[src/rtl/priority_encoder_rr.sv]
// priority_encoder_rr: registered fixed/round-robin priority encoder with valid/ready output
// clk, rst : clock, synchronous active-high reset
// en, mode : sample enable; 0 = fixed priority (MSB highest), 1 = round-robin
// req      : request vector, sampled when req_ready is high
// req_ready: combinational, high when req is sampled this cycle
// out_*    : registered grant (valid, binary index, one-hot) with out_ready handshake
module priority_encoder_rr #(
  parameter int WIDTH = 8,
  localparam int IDX_W = $clog2(WIDTH)
) (
  input  logic             clk,
  input  logic             rst,
  input  logic             en,
  input  logic             mode,
  input  logic [WIDTH-1:0] req,
  output logic             req_ready,
  output logic             out_valid,
  input  logic             out_ready,
  output logic [IDX_W-1:0] out_idx,
  output logic [WIDTH-1:0] out_gnt
);
  logic             r_valid;
  logic [IDX_W-1:0] r_idx;
  logic [WIDTH-1:0] r_gnt;
  logic [IDX_W-1:0] r_top;
  logic [IDX_W-1:0] w_fix;
  logic [IDX_W-1:0] w_lo;
  logic             w_hit;
  logic [IDX_W-1:0] w_g;
  logic             w_load;
  // Round-robin order top..0 then WIDTH-1..top+1 reduces to: highest set bit at or
  // below top if any, otherwise the highest set bit overall.
  always_comb begin
    w_fix = '0;
    w_lo  = '0;
    w_hit = 1'b0;
    for (int i = 0; i < WIDTH; i++) begin
      if (req[i]) w_fix = IDX_W'(i);
      if (req[i] && i <= int'(r_top)) begin
        w_lo  = IDX_W'(i);
        w_hit = 1'b1;
      end
    end
  end
  assign w_g       = (mode && w_hit) ? w_lo : w_fix;
  assign req_ready = en & (~r_valid | out_ready);
  assign w_load    = req_ready & (|req);
  always_ff @(posedge clk) begin
    if (rst) begin
      r_valid <= 1'b0;
      r_idx   <= '0;
      r_gnt   <= '0;
      r_top   <= IDX_W'(WIDTH-1);
    end else if (w_load) begin
      r_valid <= 1'b1;
      r_idx   <= w_g;
      r_gnt   <= WIDTH'(1) << w_g;
      if (mode) r_top <= (w_g == '0) ? IDX_W'(WIDTH-1) : w_g - 1'b1;
    end else if (r_valid && out_ready) begin
      r_valid <= 1'b0;
    end
  end
  assign out_valid = r_valid;
  assign out_idx   = r_idx;
  assign out_gnt   = r_gnt;
endmodule

[config.mk]
export PLATFORM = sky130hd
export DESIGN_NAME = priority_encoder_rr
export DESIGN_NICKNAME = d
export VERILOG_FILES = /design/src/rtl/priority_encoder_rr.sv
export SDC_FILE = /design/constraint.sdc
export NUM_CORES = 1
export LEC_CHECK = 0
export ABC_AREA = 1
export CAP_MARGIN = 5
export CORE_UTILIZATION = 35
export DETAILED_ROUTE_END_ITERATION = 10
export GPL_ROUTABILITY_DRIVEN = 0
export SLEW_MARGIN = 20
export SYNTH_ARGS = -nofsm -noshare
export SYNTH_HDL_FRONTEND = slang
export SYNTH_SLANG_ARGS = --single-unit
[constraint.sdc]
create_clock -name clk -period 2.6 [get_ports clk]
set_input_delay 0.52 -clock clk [delete_from_list [all_inputs] [get_ports clk]]
set_output_delay 0.52 -clock clk [all_outputs]
set_load 0.1 [all_outputs]
# --- After elaboration in Yosys (flattened, before gate mapping) ---
# Index checks and enable logic that the tools add are counted.
totals:
  out_inout_bits: 13
  regBits: 15
op_classes:
  n_lt_le_gt_ge: 7
  n_reduce_logical: 13
  n_bitwise: 4
  shifts: 1
  muxes: 26
  n_addsub: 1
op_table:
  columns: ["op", "n"]
  rows:
  - ["$mux 3", 14]
  - ["$le 3x3->1 const A", 4]
  - ["$mux 1", 12]
  - ["$logic_and 1x1->1", 9]
  - ["$reduce_or 8->1", 1]
  - ["$shl 1x3->8 const A", 1]
  - ["$le 2x3->1 const A", 2]
  - ["$le 1x3->1 const A", 1]
  - ["$logic_not 3->1", 1]
  - ["$sub 3x1->3 const B", 1]
  - ["$and 1x1->1", 2]
  - ["$reduce_and 2->1", 1]
  - ["$reduce_bool 2->1", 1]
  - ["$not 1->1", 1]
  - ["$or 1x1->1", 1]

# --- Longest topological paths before layout ---
# Gate-level depths: netlist of the first run.
depth:
  word_depth: 13
  depth_mapped: 16
  depth_no_buf: 16

# --- Least setup slack after synthesis of the first run ---
# OpenSTA, ideal clock, no wires.
synth_path:
  kind: "reg2reg"
  from: "reg r_valid, in the netlist out_valid"
  to: "reg r_top[2]"
  slack_ps: 205
  arrival_ps: 2280
  n_path_buf: 0
  setup_ps: 115
  required_ps: 2485
  stages_incl_launch_ff: 12
  path_cell_list: "dfxtp_1 > nand2_1 > nand2_1 > inv_1 > nand2_1 > inv_2 > nand2_1 > inv_1 > nand2_1 > inv_1 > nand2_1 > nand2_1"
synth_via:
  elab_chain_cells: 5
synth_rtl:
  columns: ["item", "line", "rtl"]
  rows:
  - ["start, declared", "22", "logic r_valid;"]
  - ["start signal, assigned", "50", "r_valid <= 1'b0;"]
  - ["start signal, assigned", "55", "r_valid <= 1'b1;"]
  - ["start signal, assigned", "60", "r_valid <= 1'b0;"]
  - ["$not 1->1", "46", "assign req_ready = en & (~r_valid | out_ready);"]
  - ["$or 1x1->1", "46", null]
  - ["$and 1x1->1", "46", null]
  - ["via req_ready", "16", "output logic req_ready,"]
  - ["$and 1x1->1", "47", "assign w_load = req_ready & (|req);"]
  - ["$reduce_and 2->1 (no source line)", null, null]
  - ["end signal, assigned", "53", "r_top <= IDX_W'(WIDTH-1);"]
  - ["end signal, assigned", "58", "if (mode) r_top <= (w_g == '0) ? IDX_W'(WIDTH-1) : w_g - 1'b1;"]
  - ["end, declared", "25", "logic [IDX_W-1:0] r_top;"]
# The timed path passes the listed nets, and every way through them passes these cells.
# A chain may end at the register's enable or synchronous reset.

# --- Worst setup path after layout of the first run ---
layout_path:
  from: "in req[5]"
  to: "reg r_top[2]"
layout_via:
  elab_chain_cells: 8
  elab_cells_between_ends: 18
layout_rtl:
  columns: ["item", "line", "rtl"]
  rows:
  - ["start, declared", "15", "input logic [WIDTH-1:0] req,"]
  - ["$logic_and 1x1->1", "39", "if (req[i] && i <= int'(r_top)) begin"]
  - ["$mux 1 (3 in a row)", "39", null]
  - ["$logic_and 1x1->1", "45", "assign w_g = (mode && w_hit) ? w_lo : w_fix;"]
  - ["$mux 3", "45", null]
  - ["$sub 3x1->3 / $logic_not 3->1 (equally long branches)", "58", null]
  - ["$mux 3", "58", null]
# Several ways; a longest one is shown, not always the timed one.

==> flow_summary_export.csv, run 1 <==
group,metric,value,unit
run_status,outcome,"finished clean",
drt,ant_nets,0,
drt,dr_wl_met3,137,um
timing,setup_violations,0,
final_layout,diodes,0,
setup_path,crit_chain,"clkdlybuf4s50_1 -> nand2_1 -> inv_1 -> nand2_2 -> nand2_2 -> nor2_2 -> nand3_4 -> nand2_4 -> inv_2 -> nand3_1 -> nand2_2 -> ha_1 -> nor2_1 -> nand2_1 -> nand2_1 -> nand2_1",
floorplan,ioPinCount,26,
final_layout,seq_area,300,um^2
setup_path,crit_required,2780,ps
yosys,syn_avg_cell_area,6.36,um^2
clock_network,cts.repair.resized,0,
timing,final_max_slew_viol_count,0,
clock_network,clock-sinks,15,
power_and_ir_drop,peakVddDrop,0.376,mV
power_and_ir_drop,p_leak,0.657,nW
power_and_ir_drop,clkPwrFrac,0.208,
power_and_ir_drop,p_sw_frac,0.398,
drt,avgRoutedWirePerCell,10.3,um
yosys,synth_top_area_frac,0.317,
grt,grt_antenna_before_repair,0,
final_layout,areaGrowthSynthToFinish,32.5,%
power_and_ir_drop,p_switching,0.250,mW
yosys,synth_area,947,um^2
yosys,ys_ff_latch,15,
clock_network,path_clk_slew,80,ps
final_layout,drive_above_1_share,0.207,
timing,period_share,0.828,
setup_path,crit_end,"r_top[2]",
drt,first_pass_iters,4,
final_layout,multi_input_area,544,um^2
setup_path,cpMostUsedCell,"nand2_1",
setup_path,worstPathBufferInverterCount,3,
place,port_buffers,25,
setup_path,worst-r2r-setup-slack,760,ps
grt,gr-usage-all-layers,0.173,
setup_path,crit_slowest_cell,"clkdlybuf4s50_1",
setup_path,startpoint_type,"input pin",
setup_path,worstRegToRegCells,12,
timing,rsz0062_at_grt,"false",
clock_network,numCtsBuffers,3,
setup_path,reg2reg_from,"r_top[2]",
timing,slew-limit-headroom,0.815,
drt,vias_per_cell,4.67,
yosys,synth_top_area_cell,"dfxtp_1",
final_layout,n_fill_cell,260,
final_layout,layout_common_cells,"nand2_1, inv_1, dfxtp_1, buf_4, nand3_1",
floorplan,core_area,2520,um^2
yosys,ys_seq_area_frac,0.317,
drt,top_layer,"met4",
place,hpwl,1.74,mm
floorplan,die_area,2920,um^2
floorplan,num_rows,18,
yosys,synth_nets,165,
setup_path,startpoint,"req[5]",
setup_path,arrival,2330,ps
power_and_ir_drop,p_int,0.378,mW
drt,wl,2.14,mm
yosys,synthCells,149,
setup_path,timing.rr.end,"out_gnt[6]",
grt,grt_max_degree,11,
timing,tns,0,ps
drt,drc,0,
power_and_ir_drop,p_total,0.628,mW
grt,grt_pass1_vias,856,
hold_path,hold_class,"reg2reg",
setup_path,crit_family,"simple AND/OR/NAND/NOR gates",
clock_network,cts-root-buf,"clkbuf_4",
clock_network,clock_path_buffers,2,
clock_network,cts_tree,"yes",
timing,period_needed,2150,ps
final_layout,nets,196,
drt,first_iter_violations,29,
power_and_ir_drop,pwr-share-seq,0.402,
final_layout,layout_commonest_cell,"nand2_1",
timing,fin_skew,0.662,ps
clock_network,cts_setup_buffers,0,
drt,num_vias,976,
power_and_ir_drop,powerDensity,501,nW/um^2
grt,grt_pass1_wl,3.64,mm
timing,fmax,464,MHz
drt,wl_met1,1.06,mm
power_and_ir_drop,p_comb_frac,0.391,
yosys,synth_cell_type_count,21,
clock_network,htreeDepth,1,
setup_path,timing_worst_setup_path_type,"in2reg",
yosys,synthTopCellsByArea,"dfxtp_1, nand2_1, inv_1",
grt,grt-ovfl-total,0,
floorplan,die_y,54.0,um
timing,finalHoldViolCount,0,
floorplan,start_util,0.375,
setup_path,cp_max_fo,7,
clock_network,clk_latency,280,ps
setup_path,path_depth,16,
clock_network,hold_buffers,0,
timing,tightest_slew,280,ps
setup_path,critical-path-max-stage-delay,450,ps
flow_run,cap_violations,0,
yosys,yosysWarnings,0,
drt,dr_wl_met2,931,um
floorplan,die_w,54.0,um
setup_path,critPathCaptureType,"flop",
worst min-delay path, stage by stage, from the launching register on:
cell and delay, ps:
dfxtp_1 330, o21ai_1 70, inv_1 40
per-stage QoR:
| stage | hold slack [ps] | area (um^2) | worst slack, ps | cells | util |
|---|---|---|---|---|---|
| global placement | 453 | 1230 | 179 | 205 | 0.487 |
| CTS | 470 | 1250 | 438 | 209 | 0.498 |
| global route | 489 | 1250 | 272 | 209 | 0.498 |
| detailed placement | 449 | 1230 | 140 | 205 | 0.487 |
| finish | 465 | 1250 | 447 | 209 | 0.498 |
| floorplan | 494 | 947 | 205 | 149 | - |
registers in the layout, indices dropped and copies added, names as in the netlist:
signal / count
out_gnt: 8
out_idx: 3
r_top: 3
out_valid: 1
kinds of logic (layout without fill, tap and decap cells):
family / count (synthesis) / in the layout / share of synthesized area
compound gates: 23 / 23 / 0.145
fa+ha+maj: 3 / 3 / 0.0396
buf+inv: 27 / 57 / 0.108
flops: 15 / 15 / 0.317
simple gates: 81 / 81 / 0.390
final cells by class:
type | count | area share
tap | 30 | 0.0299
sequential | 15 | 0.239
clock buffer | 4 | 0.0209
multi-input combinational | 107 | 0.434
inverter | 25 | 0.0748
timing repair buffer | 28 | 0.201
Yosys cell counts (all sizes together):
library cell and count:
a21oi 13, buf 2, dfxtp 15, ha 3
inv 25, nand2 54, nand3 14, nor2 11
nor3 2, o211ai 2, o21ai 7, o21bai 1
routing by layer:
layer / vias up / track usage
met5: - / 0
met4: 0 / 0.0385
met3: 2 / 0.0508
met2: 24 / 0.265
met1: 422 / 0.236
li1: 528 / -
power groups by stage:
stage / combinational, mW / sequential, mW / clock (mW)
finish: 0.246 / 0.252 / 0.130
global placement: 0.244 / 0.258 / 0
CTS: 0.247 / 0.252 / 0.137
global route: 0.267 / 0.254 / 0.146
detailed placement: 0.246 / 0.258 / 0
floorplan: 0.107 / 0.327 / 0
worst min-delay path by stage:
| stage | depth (start not counted) | end | startpoint | slack, ps |
|---|---|---|---|---|
| finish | 2 | out_idx[2] | out_idx[2] | 460 |
| global route | 2 | out_gnt[4] | out_gnt[4] | 490 |
| CTS | 2 | out_gnt[0] | out_gnt[0] | 470 |
| detailed placement | 2 | out_idx[2] | out_idx[2] | 450 |
| global placement | 2 | out_idx[2] | out_idx[2] | 450 |
| floorplan | 2 | r_top[0] | r_top[0] | 490 |
No activity file was read; power rests on OpenSTA's default activity.
==> run 2, diff against run 1 <==
==> constraint.sdc (replaced) <==
create_clock -name clk -period 2.2 [get_ports clk]
set_input_delay 0.44 -clock clk [delete_from_list [all_inputs] [get_ports clk]]
set_output_delay 0.44 -clock clk [all_outputs]
set_load 0.1 [all_outputs]
==> run 2 against run 1 <==
  * Combinational power grew 27%
  * Global-route usage grew 1.9 points
  * Die area unchanged
  * Via count increased by 5.2%
  * Sequential power rose by 19%
  * Count of clock-buffer cells in the layout unchanged
  * Final area up 7.3%
  * Flip-flop and latch count unchanged
  * Critical path depth stayed put
  * Sequential share of layout area down 1.5 points
  * Critical endpoint is now out_gnt[6]
  * Largest power group is now combinational logic
  * Highest routed layer is now met3
==> flow_summary_export.csv, run 2 (synthesis gave the netlist of run 1 again) <==
group,metric,value,unit
run_status,outcome,"finished clean",
hold_path,hold_class,"reg2reg",
place,hpwl,1.94,mm
clock_network,clk_latency,280,ps
setup_path,reg2reg_from,"r_top[2]",
setup_path,arrival,2190,ps
drt,drc,0,
clock_network,path_clk_slew,90,ps
flow_run,cap_violations,0,
grt,grt_pass1_wl,4.05,mm
timing,fin_skew,4.62,ps
power_and_ir_drop,peakVddDrop,0.458,mV
timing,finalHoldViolCount,0,
setup_path,timing_worst_setup_path_type,"in2reg",
power_and_ir_drop,p_int,0.463,mW
timing,setup_violations,0,
final_layout,layout_common_cells,"nand2_1, buf_4, inv_1, dfxtp_1, nand3_1",
power_and_ir_drop,p_comb_frac,0.405,
timing,period_share,0.909,
setup_path,timing.rr.end,"out_gnt[6]",
floorplan,num_rows,18,
power_and_ir_drop,powerDensity,572,nW/um^2
power_and_ir_drop,clkPwrFrac,0.206,
floorplan,die_y,54.0,um
place,port_buffers,25,
timing,slew-limit-headroom,0.815,
timing,fmax,500,MHz
clock_network,clock-sinks,15,
clock_network,clock_path_buffers,2,
grt,grt_pass1_vias,920,
final_layout,areaGrowthSynthToFinish,42.1,%
final_layout,drive_above_1_share,0.262,
clock_network,cts-root-buf,"clkbuf_4",
floorplan,die_area,2920,um^2
setup_path,critical-path-max-stage-delay,420,ps
floorplan,ioPinCount,26,
setup_path,crit_required,2390,ps
clock_network,htreeDepth,1,
final_layout,diodes,0,
setup_path,crit_chain,"clkdlybuf4s50_1 -> nand2_1 -> inv_1 -> nand2_2 -> nand2_2 -> nor2_2 -> nand3_4 -> nand2_4 -> nand2_2 -> o21ai_4 -> inv_2 -> ha_1 -> nand2_1 -> nand2_1 -> nand2_1 -> inv_1",
power_and_ir_drop,p_switching,0.307,mW
timing,period_needed,2000,ps
setup_path,cpMostUsedCell,"nand2_1",
clock_network,cts_setup_buffers,0,
final_layout,layout_commonest_cell,"nand2_1",
timing,tns,0,ps
setup_path,startpoint_type,"input pin",
setup_path,worst-r2r-setup-slack,320,ps
power_and_ir_drop,p_sw_frac,0.399,
final_layout,postLayoutCoreUtil,0.534,
setup_path,cp_max_fo,7,
grt,grt-ovfl-total,0,
timing,tightest_slew,280,ps
clock_network,numCtsBuffers,3,
clock_network,cts.repair.resized,0,
setup_path,worstRegToRegCells,12,
drt,num_vias,1027,
setup_path,critPathCaptureType,"flop",
power_and_ir_drop,pwr-share-seq,0.389,
drt,wl,2.41,mm
drt,first_pass_iters,4,
grt,grt_max_degree,10,
grt,gr-usage-all-layers,0.192,
drt,avgRoutedWirePerCell,10.9,um
floorplan,start_util,0.375,
floorplan,core_area,2520,um^2
floorplan,die_w,54.0,um
final_layout,nets,208,
drt,first_iter_violations,39,
timing,rsz0062_at_grt,"false",
clock_network,cts_tree,"yes",
drt,vias_per_cell,4.65,
setup_path,crit_end,"out_gnt[6]",
power_and_ir_drop,p_leak,0.715,nW
timing,final_max_slew_viol_count,0,
drt,ant_nets,0,
setup_path,startpoint,"req[5]",
setup_path,crit_slowest_cell,"clkdlybuf4s50_1",
final_layout,largest_register_ff_count,8,
grt,grt_antenna_before_repair,0,
clock_network,hold_buffers,0,
[run 2: cell types whose count changed in the layout (fill, tap and decap cells not counted)]
cell     change
buf_4       +12
dfxtp_1      -1
dfxtp_2      +1
[run 2: final cells by class]
cell class	count	area, um^2
clock buffers	4	26.3
fillers	267	1180
inverters	25	93.8
multi-input cells	107	544
flip-flops and latches	15	302
well taps	30	37.5
repair buffers	40	343
[run 2: worst min path at each step]
stage                from         end  slack, ps  cells past startpoint
3_3_place_gp   out_idx[2]  out_idx[2]        450                      2
5_1_grt        out_idx[2]  out_idx[2]        490                      2
4_1_cts        out_gnt[1]  out_gnt[1]        470                      2
2_1_floorplan    r_top[0]    r_top[0]        490                      2
6_report       out_idx[2]  out_idx[2]        470                      2
3_5_place_dp   out_idx[2]  out_idx[2]        450                      2
[run 2: worst max-delay path, delay by kind of cell]
family,cells,cell delay [ps]
AOI/OAI and AO/OA,1,120
and+or+nand+nor,10,830
buffers and inverters,4,570
adders and majority gates,1,220
[run 2: per-stage QoR]
step	std cells	power, mW	hold WS (ps)	setup WS, ps	area [um^2]
after floorplan	149	0.513	494	86.4	948
after global placement	217	0.615	449	-54.6	1320
after detailed placement	217	0.617	447	-80.2	1320
after CTS	221	0.777	469	216	1350
after global routing	221	0.818	487	24.3	1350
final	221	0.770	467	200	1350
[run 2: power groups by stage]
stage | Clock, mW | Sequential [mW] | Combinational (mW)
CTS | 0.165 | 0.300 | 0.313
floorplan | 0 | 0.387 | 0.126
detailed placement | 0 | 0.306 | 0.311
finish | 0.158 | 0.300 | 0.312
global route | 0.179 | 0.301 | 0.338
global placement | 0 | 0.305 | 0.310
[run 2: layer usage]
layer	part of all wire	vias to the layer above	global-route usage
li1	-	553	-
met1	0.52	454	0.262
met2	0.44	20	0.307
met3	0.045	0	0.0537
met4	0	0	0.0256
met5	0	-	0
==> run 3, diff against run 2 <==
--- a/config.mk
+++ b/config.mk
@@ -10,7 +10,6 @@
 export CORE_UTILIZATION = 35
 export DETAILED_ROUTE_END_ITERATION = 10
 export GPL_ROUTABILITY_DRIVEN = 0
-export SLEW_MARGIN = 20
 export SYNTH_ARGS = -nofsm -noshare
 export SYNTH_HDL_FRONTEND = slang
 export SYNTH_SLANG_ARGS = --single-unit
==> results of run 3 <==
Same layout as run 2: the final DEF is identical, and so are final timing and power.
